File: config.mk
export PLATFORM = sky130hd
export DESIGN_NAME = main_ctrl
export DESIGN_NICKNAME = d
export VERILOG_FILES = /design/src/rtl/main_pkg.sv /design/src/rtl/main_alu.sv /design/src/rtl/main_ctrl.sv
export SDC_FILE = /design/constraint.sdc
export NUM_CORES = 1
export LEC_CHECK = 0
export ABC_AREA = 1
export CORE_MARGIN = 5
export CORE_UTILIZATION = 55
export CTS_CLUSTER_SIZE = 12
export DETAILED_ROUTE_END_ITERATION = 16
export PLACE_DENSITY_LB_ADDON = 0.15
export SLEW_MARGIN = 0
export SYNTH_ARGS = -nofsm -noshare
export SYNTH_HDL_FRONTEND = slang
export SYNTH_SLANG_ARGS = --single-unit
File: constraint.sdc
create_clock -name clk -period 4.8 [get_ports clk]
set_clock_uncertainty 0.2 [all_clocks]
set_input_delay 1.2 -clock clk [delete_from_list [all_inputs] [get_ports clk]]
set_output_delay 1.2 -clock clk [all_outputs]
set_load 0.1 [all_outputs]
File: src/rtl/main_pkg.sv
`default_nettype none
// ============================================================================
// Module      : main_pkg
// Description : Shared types and constants for the main_ctrl arithmetic unit:
//               FSM state encoding, regime codes and datapath sizing.
// Revision    : 1.0 - initial release
// ============================================================================
package main_pkg;

    localparam int W      = 8;
    localparam int NITER  = 8;
    localparam int ITER_W = $clog2(NITER);

    typedef enum logic [2:0] {
        IDLE = 3'd0,
        LOAD = 3'd1,
        CALC = 3'd2,
        DONE = 3'd3
    } state_t;

    localparam logic [1:0] R_NONE = 2'd0;
    localparam logic [1:0] R_SQR  = 2'd1;
    localparam logic [1:0] R_SQRT = 2'd2;
    localparam logic [1:0] R_POP  = 2'd3;

endpackage
`default_nettype wire

File: src/rtl/main_alu.sv
`default_nettype none
// ============================================================================
// Module      : main_alu
// Description : Combinational single-step datapath. Given the latched regime,
//               operand, running accumulator and iteration index, produces the
//               accumulator value after one CALC step.
// Ports       : i_regime   [1:0]    regime code (R_SQR / R_SQRT / R_POP)
//               i_opnd     [W-1:0]  operand captured in LOAD
//               i_acc      [W-1:0]  current accumulator
//               i_iter     [2:0]    step index 0..NITER-1
//               o_next_acc [W-1:0]  accumulator after this step
// Revision    : 1.0 - initial release
// ============================================================================
module main_alu
    import main_pkg::*;
(
    input  logic [1:0]        i_regime,
    input  logic [W-1:0]      i_opnd,
    input  logic [W-1:0]      i_acc,
    input  logic [ITER_W-1:0] i_iter,
    output logic [W-1:0]      o_next_acc
);

    // Square-root trial bit starts at the MSB of a W/2-bit root.
    localparam logic [W-1:0] c_SQRT_SEED = W'(1) << (W/2 - 1);

    logic [W-1:0]   w_trial;
    logic [2*W-1:0] w_trial_sq;

    always_comb begin
        w_trial    = i_acc | (c_SQRT_SEED >> i_iter);
        w_trial_sq = {{W{1'b0}}, w_trial} * {{W{1'b0}}, w_trial};
        o_next_acc = i_acc;
        case (i_regime)
            // Shift-and-add multiply of opnd by itself, truncated to W bits.
            R_SQR: begin
                if (i_opnd[i_iter]) begin
                    o_next_acc = i_acc + (i_opnd << i_iter);
                end
            end
            // Bit-by-bit root: only the first W/2 steps carry a trial bit.
            R_SQRT: begin
                if ((i_iter < ITER_W'(W/2)) && (w_trial_sq <= {{W{1'b0}}, i_opnd})) begin
                    o_next_acc = w_trial;
                end
            end
            R_POP: begin
                o_next_acc = i_acc + W'(i_opnd[i_iter]);
            end
            default: o_next_acc = i_acc;
        endcase
    end

endmodule
`default_nettype wire

File: src/rtl/main_ctrl.sv
`default_nettype none
// ============================================================================
// Module      : main_ctrl
// Description : Multi-mode iterative arithmetic unit (square mod 2^W, integer
//               square root, population count). One operation takes LOAD plus
//               NITER CALC steps plus a single DONE cycle.
// Ports       : clk         rising-edge clock
//               rst         asynchronous active-low reset
//               x    [7:0]  operand, sampled in LOAD only
//               on   [1:0]  regime command, 0 keeps the current regime
//               start       level request, honoured only in IDLE
//               y    [7:0]  last result, updated on CALC->DONE
//               s    [2:0]  FSM state code
//               b           busy (LOAD or CALC)
//               active      regime is nonzero
//               regime[1:0] latched regime
//               real_state  {regime, s, iter} debug word
// Revision    : 1.0 - initial release
// ============================================================================
module main_ctrl
    import main_pkg::*;
(
    input  logic         clk,
    input  logic         rst,
    input  logic [W-1:0] x,
    input  logic [1:0]   on,
    input  logic         start,
    output logic [W-1:0] y,
    output logic [2:0]   s,
    output logic         b,
    output logic         active,
    output logic [1:0]   regime,
    output logic [7:0]   real_state
);

    state_t              r_state;
    state_t              w_state_next;
    logic [1:0]          r_regime;
    logic [W-1:0]        r_opnd;
    logic [W-1:0]        r_acc;
    logic [ITER_W-1:0]   r_iter;
    logic [W-1:0]        r_y;
    logic [W-1:0]        w_next_acc;
    logic [1:0]          w_eff_regime;
    logic                w_last_iter;

    main_alu u_alu (
        .i_regime   (r_regime),
        .i_opnd     (r_opnd),
        .i_acc      (r_acc),
        .i_iter     (r_iter),
        .o_next_acc (w_next_acc)
    );

    // A fresh command seen in IDLE counts immediately for the launch decision.
    assign w_eff_regime = (on != R_NONE) ? on : r_regime;
    assign w_last_iter  = (r_iter == ITER_W'(NITER - 1));

    always_ff @(posedge clk or negedge rst) begin
        if (!rst) begin
            r_state <= IDLE;
        end else begin
            r_state <= w_state_next;
        end
    end

    always_comb begin
        w_state_next = IDLE;
        case (r_state)
            IDLE:    w_state_next = (start && (w_eff_regime != R_NONE)) ? LOAD : IDLE;
            LOAD:    w_state_next = CALC;
            CALC:    w_state_next = w_last_iter ? DONE : CALC;
            DONE:    w_state_next = IDLE;
            default: w_state_next = IDLE;
        endcase
    end

    // Datapath registers; undefined state codes leave everything untouched.
    always_ff @(posedge clk or negedge rst) begin
        if (!rst) begin
            r_regime <= R_NONE;
            r_opnd   <= '0;
            r_acc    <= '0;
            r_iter   <= '0;
            r_y      <= '0;
        end else begin
            case (r_state)
                IDLE: begin
                    if (on != R_NONE) begin
                        r_regime <= on;
                    end
                end
                LOAD: begin
                    r_opnd <= x;
                    r_acc  <= '0;
                    r_iter <= '0;
                end
                CALC: begin
                    r_acc  <= w_next_acc;
                    r_iter <= r_iter + ITER_W'(1);
                    if (w_last_iter) begin
                        r_y <= w_next_acc;
                    end
                end
                default: ;
            endcase
        end
    end

    assign y          = r_y;
    assign s          = r_state;
    assign b          = (r_state == LOAD) || (r_state == CALC);
    assign active     = (r_regime != R_NONE);
    assign regime     = r_regime;
    assign real_state = {r_regime, r_state, r_iter};

endmodule
`default_nettype wire

---- Yosys cells after proc, flatten, opt, wreduce, memory -nomap -nowiden ----
Index checks and enable logic that the tools add are counted.
W data, S select, Z words.
storage, ports and cells
  register bits ........................... 32
  bits of input ports ..................... 13
  output and inout port bits .............. 23
  logic and storage cells ................. 42
cells by class
  $add $sub $neg .......................... 3
  multiply operators ...................... 1
  order comparisons ....................... 3
  eq/ne operators ......................... 6
  shifts and indexed selects .............. 2
  multiplexer cells ....................... 11
  bitwise logic cells ..................... 1
  reductions and logical operators ........ 9
operators by type and width
  kind                   number
  $pmux W8 S3            1
  $le A16 B8 Y1          1
  $mul A8 B8 Y16         1
  $mux W8                2
  $pmux W8 S2            1
  $add A8 B1 Y8          1
  $add A8 B8 Y8          1
  $or A8 B8 Y8           1
  $reduce_bool A2 Y1     4
  $shl A8 B3 Y8          1
  $shr A4 B3 Y8 const A  1
  $pmux W2 S3            1
  $pmux W3 S2            1
  $eq A2 B2 Y1 const B   2
  $lt A3 B4 Y1 const B   1
  $add A3 B1 Y3 const B  1
  $bmux W1 S3            1
  $eq A3 B1 Y1 const B   1
  $eq A3 B2 Y1 const B   1
  $eq A3 B3 Y1 const B   1
  $logic_not A3 Y1       1
  $lt A3 B3 Y1 const B   1
  $mux W1                3
  $eq A2 B1 Y1 const B   1
  4 further kinds        5

---- Longest topological paths before layout ----
Gate-level depths: netlist of the first run.
  word-level depth ........................ 8
  depth in mapped cells ................... 33
  depth with buffers taken out ............ 32

---- Cells and area by module ----
From an unflattened synthesis of the first run, not the netlist that was laid out.
unflattened totals
  cells, all modules ...................... 618
  area total of the unflattened synthesis .. 4346.7 µm²
by module, submodules not included
  module     instances  cells an instance  area each (µm²)  seq. area each (µm²)
  main_alu   1          496                3009.1           0.0
  main_ctrl  1          122                1337.5           775.7

---- Worst setup path before layout of the first run ----
No wires, ideal clock.
  path type ............................... register to register
  start ................................... reg r_iter[2]
  end ..................................... reg r_y[3], in the netlist y[3]
  library setup time ...................... 0.068 ns
  arrival ................................. 5.695 ns
  data required time ...................... 4.532 ns
  slack ................................... -1.163 ns
  stages on the path, launching flop included .. 29
  buffers on the path ..................... 2
  period minus slack after synthesis ...... 5.963 ns
  cell sequence ........................... dfrtp_1 buf_2 inv_2 buf_2 ha_1 nor2_1 nor2_1 inv_1 fa_1 xnor2_1 xor2_1 fa_1 fa_1 inv_1 ha_1 xor2_1 ha_1 a21oi_1 o21a_1 nand2_1 nand2_1 nand3_1 nor2_1 nand2_1 nand2_1 nand3_1 nand2_2 nand3_1 nand2_1
between the ends
  word-level cells in the longest chain between the ends .. 7
  elaborated cells between the ends (all ways) .. 16
  those cells by class .................... add/sub: 2; mul: 1; order compare: 2; eq/ne: 1; shift: 2; mux: 5; bitwise: 1; reduce/logical: 2
ends and longest elaborated chain
  item                      RTL line          text
  start: declaration        main_ctrl.sv:41   logic [ITER_W-1:0] r_iter;
  start signal: assignment  main_ctrl.sv:100  r_iter <= r_iter + ITER_W'(1);
  $shr A4 B3 Y8             main_alu.sv:31    w_trial = i_acc | (c_SQRT_SEED >> i_iter);
  $or A8 B8 Y8              main_alu.sv:31
  $mul A8 B8 Y16            main_alu.sv:32    w_trial_sq = {{W{1'b0}}, w_trial} * {{W{1'b0}}, w_trial};
  $le A16 B8 Y1             main_alu.sv:43    if ((i_iter < ITER_W'(W/2)) && (w_trial_sq <= {{W{1'b0}}, i_opnd})) begin
  $logic_and A1 B1 Y1       main_alu.sv:43
  $mux W8                   main_alu.sv:43
  $pmux W8 S3               main_alu.sv:34    case (i_regime)
  end signal: assignment    main_ctrl.sv:102  r_y <= w_next_acc;
  end: declaration          main_ctrl.sv:42   logic [W-1:0] r_y;
Parallel ways exist; a longest one is shown, timed or not. The select of a mux whose other input is x is not followed.
A chain may end at the register's enable or synchronous reset.

---- Worst setup path after layout of the first run ----
  start ................................... reg r_iter[0]
  end ..................................... reg r_y[2], in the netlist y[2]
Same word-level chain as after synthesis.

==> reports/results.tsv, run 1 <==
stage	metric	value	unit
global_routing	use_met2	48.6	%
timing	setup_ws	-0.417	ns
synthesis	synth_common_cells	177 x nand2_1, 124 x inv_1, 56 x ha_1	
finish	post-route-util	76.4	%
finish	final_area	5930	µm²
finish	nets	850	
global_routing	grt_max_degree	18	
finish	drive_gt1_share	25.5	%
outcome	status	finished with violations	
drt	first_pass_iters	6	
global_routing	grt_pass1_vias	4829	
synthesis	synth_warnings	0	
worst_setup_path	end_kind	flip-flop	
drt	wl	13300	µm
worst_setup_path	path_common_cell	nand2_1	
drt	dr_total_vias	4698	
timing	finalCriticalPeriod	5.22	ns
outcome	violations	negative setup slack	
place	placed_area	5390	µm²
timing	rsz0062_at_grt	yes	
worst_setup_path	critPathMaxFanout	5	
timing	fmax	0.192	GHz
synthesis	synth_cell_types	34	
clocking	cts.sinks	31	
worst_setup_path	worst_path_max_delay_cell	fa_1	
synthesis	syn_inst	644	
finish	area_growth	34.7	%
worst_setup_path	crit_path_start	r_iter[0]$_DFFE_PN0P_	
drt	drc	0	
clocking	postCtsHoldBufs	0	
worst_setup_path	cp-start-kind	flip-flop	
global_routing	busiest_layer	met2	
timing	slew_violations	0	
worst_setup_path	path_class	reg -> reg	
global_routing	grt_first_pass_wirelength	21600	µm
worst_setup_path	reg2regPathDepth	29	
drt	drt_iter0_drc	228	
global_routing	gr-usage-met1	31.5	%
worst_hold_path	holdCritPathClass	reg -> reg	
finish	multiInputGateArea	3400	µm²
timing	final-hold-violation-count	0	
synthesis	synthArstFlopShare	100	%
global_routing	overflow	0	
clocking	clock_latency	0.29	ns
die	initial_utilization	56.7	%
clocking	clockRootBuffer	clkbuf_8	
drt	wl_per_cell	15.5	µm
die	dieHeight	99.5	µm
timing	worstMarginPinSlew	0.991	ns
job	cap_violations	0	
drt	via_per_inst	5.48	
timing	max_slew_margin	33.7	%
synthesis	synth_top_area_cell	dfrtp_1	
worst_setup_path	worstPathArrival	5.25	ns
worst_setup_path	required	4.83	ns
die	die_area	9900	µm²
synthesis	seq_area_frac_synth	17.6	%
worst_setup_path	r2r_end	y[2]$_DFFE_PN0P_	
timing	finalHoldWorstSlack	0.287	ns
global_routing	met3_usage	3.79	%
synthesis	syn-cell-area	4400	µm²
timing	period_share	109	%
synthesis	syn_avg_cell_area	6.84	µm²
die	ios	36	
clocking	path_clk_slew	0.08	ns
synthesis	synth_edf_count	0	
synthesis	synth_ff_type	dfrtp_1	
global_routing	antenna_found_initial	0	
synthesis	synth_most_common_cell	nand2_1	
die	core_area	7770	µm²
finish	fillers	545	
finish	n_antenna_cell	0	
drt	detail-route-antenna-nets	0	
die	row_count	32	
finish	regArea	787	µm²
clocking	cts_buffers	5	
timing	fin_tns_setup	-3.09	ns
place	gp_congestion	0.881	
die	fp.dieW	99.5	µm
global_routing	grt_usage	26.7	%
worst_setup_path	reg2reg_slack	-0.42	ns
synthesis	yosysTopAreaCellShare	17.6	%
place	dpl.hpwl	9740	µm
timing	setup_viol	8	
worst_setup_path	endpoint	y[2]$_DFFE_PN0P_	
clocking	h-tree-depth	2	
clocking	clk_path_buf_depth	2	
worst_setup_path	regToRegStartpoint	r_iter[0]$_DFFE_PN0P_	
synthesis	synth-seq-cells	31	
worst_setup_path	cp_slowest_stage_delay	0.51	ns
clocking	tritoncts	yes	
place	port_buffers	33	
synthesis	synth_area_leaders	dfrtp_1 18%, ha_1 16%, nand2_1 15%, fa_1 12%, inv_1 11%	
[layer usage]
layer  wire [µm]  vias up
met3         814       61
met1        5300     2178
met2        6610      225
met4         552        0
li1            -     2234
met5           0        -
[worst max-delay path: cells and delay by family, from the launching register on]
kind                       cells  cell delay [ns]
xor gates and xnor gates       1             0.15
DFF                            1             0.48
and+or+nand+nor               15             1.35
buffers and inverters          6             0.54
adders and majority gates      6             2.22
AOI/OAI and AO/OA              1             0.21
[logic make-up (layout without fill, tap and decap cells)]
kind of cell	Yosys count	after routing	share of synthesized area, %
and+or+nand+nor	295	295	28.3
buffers and inverters	145	256	13.5
adders and majority gates	82	82	27.7
AOI/OAI and AO/OA	79	79	10.6
DFF	31	31	17.6
xor gates and xnor gates	11	11	2.19
other	1	2	0.0851
[state kept, by name, summed over array words and instances, names as in the netlist]
signal / cells
r_iter: 3
regime: 2
r_acc: 8
y: 8
r_opnd: 8
s: 2
[what timing repair did]
action | in CTS | in global routing
buffers inserted | 23 | 2
pin swaps | 54 | 17
endpoints found under the setup margin | 8 | 8
cloned | 0 | 0
gates resized for setup | 51 | 17
[how the worst min path moves through the flow]
stage                     startpoint               endpoint  slack, ns  depth (start not counted)
5_1_grt             y[0]$_DFFE_PN0P_       y[0]$_DFFE_PN0P_       0.32                          2
3_3_place_gp        y[1]$_DFFE_PN0P_       y[1]$_DFFE_PN0P_       0.27                          2
6_report            y[2]$_DFFE_PN0P_       y[2]$_DFFE_PN0P_       0.29                          2
3_5_place_dp        y[0]$_DFFE_PN0P_       y[0]$_DFFE_PN0P_       0.27                          2
2_1_floorplan  r_opnd[7]$_DFFE_PN0N_  r_opnd[7]$_DFFE_PN0N_       0.31                          2
4_1_cts             y[1]$_DFFE_PN0P_       y[1]$_DFFE_PN0P_       0.29                          2
[placed cells by master (no fill, tap or decap), types with 5 or more instances in the layout]
cell             instances
a21oi_1                 18
buf_4                   83
clkbuf_8                 5
clkdlybuf4s50_1         32
dfrtp_1                 28
fa_1                    24
ha_1                    42
ha_4                    13
inv_1                  104
inv_2                   18
nand2_1                163
nand2_2                 16
nand3_1                 38
nand3_2                 12
nand3b_1                 5
nand4_1                  6
nor2_1                  34
nor2_2                  10
o211ai_1                 5
o21ai_0                 25
o21ai_1                  9
o21bai_1                 5
xor2_1                   6
[area by class of cell]
cell class | count | share of cell area, %
clock buffers | 5 | 1.16
clock inverters | 3 | 0.738
inverters | 128 | 8.43
multi-input cells | 469 | 57.3
flip-flops and latches | 31 | 13.3
well taps | 102 | 2.15
repair buffers | 120 | 17.0
[through the flow]
step / std cells / setup slack, ns
after floorplan: 645 / -0.306
after global placement: 825 / -0.495
after detailed placement: 825 / -0.589
after CTS: 856 / -0.275
after global routing: 858 / -0.634
final: 858 / -0.417
Power of run 1 is left out: the tool's default activity adds up to more than one toggle a clock period on the data nets, which glitch-free logic cannot reach.
==> run 2, diff against run 1 <==
CORE_ASPECT_RATIO = 0.6   (was unset)
CORE_MARGIN = unset   (was 5)
==> run 2 against run 1 <==
Compared with the run above: the flow still finishes with violations (negative setup slack); first-iteration DRC count rose to 2.7 times the previous value; fmax grew 0.77%; register-to-register slack better by 0.04 ns; die area is 15% lower; cell count down 1.2%; worst setup slack better by 0.040 ns; count of clock-buffer cells in the layout unchanged; sequential cell count stayed put; global-route usage rose by 6.3 points; critical path type unchanged.
==> reports/results.tsv, run 2 (synthesis gave the netlist of run 1 again) <==
stage	metric	value	unit
die	fp.dieW	118	µm
drt	wl	13900	µm
clocking	clk_path_buf_depth	2	
finish	final_cells	848	
drt	wl_met1	6350	µm
clocking	clock_latency	0.29	ns
drt	detail-route-antenna-nets	0	
timing	slew_violations	0	
drt	wl_met3	1320	µm
global_routing	grt_pass1_vias	4443	
place	dp_cells	822	
timing	rsz0062_at_grt	yes	
clocking	postCtsHoldBufs	0	
outcome	status	finished with violations	
clocking	clockRootBuffer	clkbuf_16	
drt	via_per_inst	5.57	
drt	wl_met2	5970	µm
die	die_area	8380	µm²
worst_setup_path	end_kind	flip-flop	
die	dieHeight	71.3	µm
timing	final-hold-violation-count	0	
finish	area_growth	35.3	%
global_routing	overflow	0	
finish	fillers	514	
place	gp_congestion	0.902	
finish	final_common_cell	nand2_1	
worst_setup_path	cp-start-kind	flip-flop	
timing	worstMarginPinSlew	1.09	ns
worst_setup_path	worst_path_max_delay_cell	fa_1	
drt	drc	0	
global_routing	grt_max_degree	23	
outcome	violations	negative setup slack	
worst_setup_path	cp_slowest_stage_delay	0.52	ns
timing	setup_viol	8	
worst_setup_path	reg2regPathDepth	29	
worst_setup_path	worstPathArrival	5.21	ns
timing	fmax	0.193	GHz
drt	first_pass_iters	5	
global_routing	antenna_found_initial	0	
timing	finalCriticalPeriod	5.18	ns
drt	wl_per_cell	16.4	µm
finish	n_antenna_cell	0	
die	core_area	7510	µm²
clocking	cts_buffers	5	
place	port_buffers	33	
worst_setup_path	regToRegStartpoint	r_iter[1]$_DFFE_PN0P_	
finish	final_cell_mix	152 x nand2_1, 110 x inv_1, 68 x buf_4, 42 x ha_1, 39 x nand3_1	
worst_setup_path	endpoint	y[0]$_DFFE_PN0P_	
worst_setup_path	crit_path_start	r_iter[1]$_DFFE_PN0P_	
worst_hold_path	holdCritPathClass	reg -> reg	
worst_setup_path	path_class	reg -> reg	
clocking	path_clk_slew	0.06	ns
clocking	h-tree-depth	2	
finish	drive_gt1_share	24.7	%
finish	nets	838	
global_routing	grt_first_pass_wirelength	21700	µm
die	ios	36	
worst_setup_path	path_common_cell	nand2_1	
place	dpl.hpwl	10300	µm
place	post-place-ws	-0.568	ns
worst_setup_path	r2r_end	y[0]$_DFFE_PN0P_	
drt	top_layer_used	met4	
worst_setup_path	critPathMaxFanout	5	
timing	max_slew_margin	27.2	%
die	initial_utilization	58.7	%
global_routing	grt_usage	33.1	%
clocking	cts.sinks	31	
drt	dr_total_vias	4725	
worst_setup_path	required	4.83	ns
timing	finalHoldWorstSlack	0.278	ns
timing	period_share	108	%
die	row_count	24	
timing	setup_ws	-0.377	ns
worst_setup_path	reg2reg_slack	-0.38	ns
drt	drt_iter0_drc	607	
job	cap_violations	0	
clocking	tritoncts	yes	
-- run 2: cell count changes in the layout (fill, tap and decap cells not counted), sizes merged --
cell,change
inv,+1
clkdlybuf4s50,+1
clkinvlp,+2
buf,-13
clkinv,-2
bufinv,-1
-- run 2: per-layer routing --
metal  vias to the layer above  global-route usage (%)
met1                      2218                    48.2
met5                         -                       0
met3                        36                    6.37
li1                       2211                       -
met4                         0                    6.41
met2                       260                    51.7
-- run 2: how the worst min path moves through the flow --
stage	startpoint	endpoint	slack [ns]	depth (start not counted)
final	y[2]$_DFFE_PN0P_	y[2]$_DFFE_PN0P_	0.28	2
after global routing	y[2]$_DFFE_PN0P_	y[2]$_DFFE_PN0P_	0.33	2
after CTS	y[2]$_DFFE_PN0P_	y[2]$_DFFE_PN0P_	0.28	2
after detailed placement	y[2]$_DFFE_PN0P_	y[2]$_DFFE_PN0P_	0.27	2
after global placement	y[2]$_DFFE_PN0P_	y[2]$_DFFE_PN0P_	0.26	2
after floorplan	r_opnd[7]$_DFFE_PN0N_	r_opnd[7]$_DFFE_PN0N_	0.31	2
-- run 2: critical path, delay by kind of cell (launching register included) --
family | cells | cell delay [ns]
simple gates | 15 | 1.35
fa+ha+maj | 6 | 2.17
buf+inv | 6 | 0.47
compound gates | 1 | 0.26
flops | 1 | 0.49
xor+xnor | 1 | 0.17
-- run 2: final cells by class --
class	count	area [µm²]	share of cell area, %
Clock inverter	3	23.8	0.399
Tap cell	104	130	2.18
Clock buffer	5	125	2.10
Inverter	128	498	8.36
Multi-Input combinational cell	469	3480	58.3
Sequential cell	31	787	13.2
Timing Repair Buffer	108	920	15.4
-- run 2: through the flow --
stage	area (µm²)	setup TNS (ns)	utilization, %
final	5960	-2.71	79.4
after global placement	5340	-3.49	71.2
after CTS	5800	-1.46	77.2
after global routing	5960	-4.36	79.4
after floorplan	4590	-2.25	-
after detailed placement	5340	-3.99	71.2
-- run 2: timing repair --
item / 4_1_cts / 5_1_grt
pin swaps: 38 / 11
setup endpoints to repair: 8 / 8
gates resized for setup: 54 / 30
buffers inserted: 13 / 5
Power of run 2 is left out for the same reason.
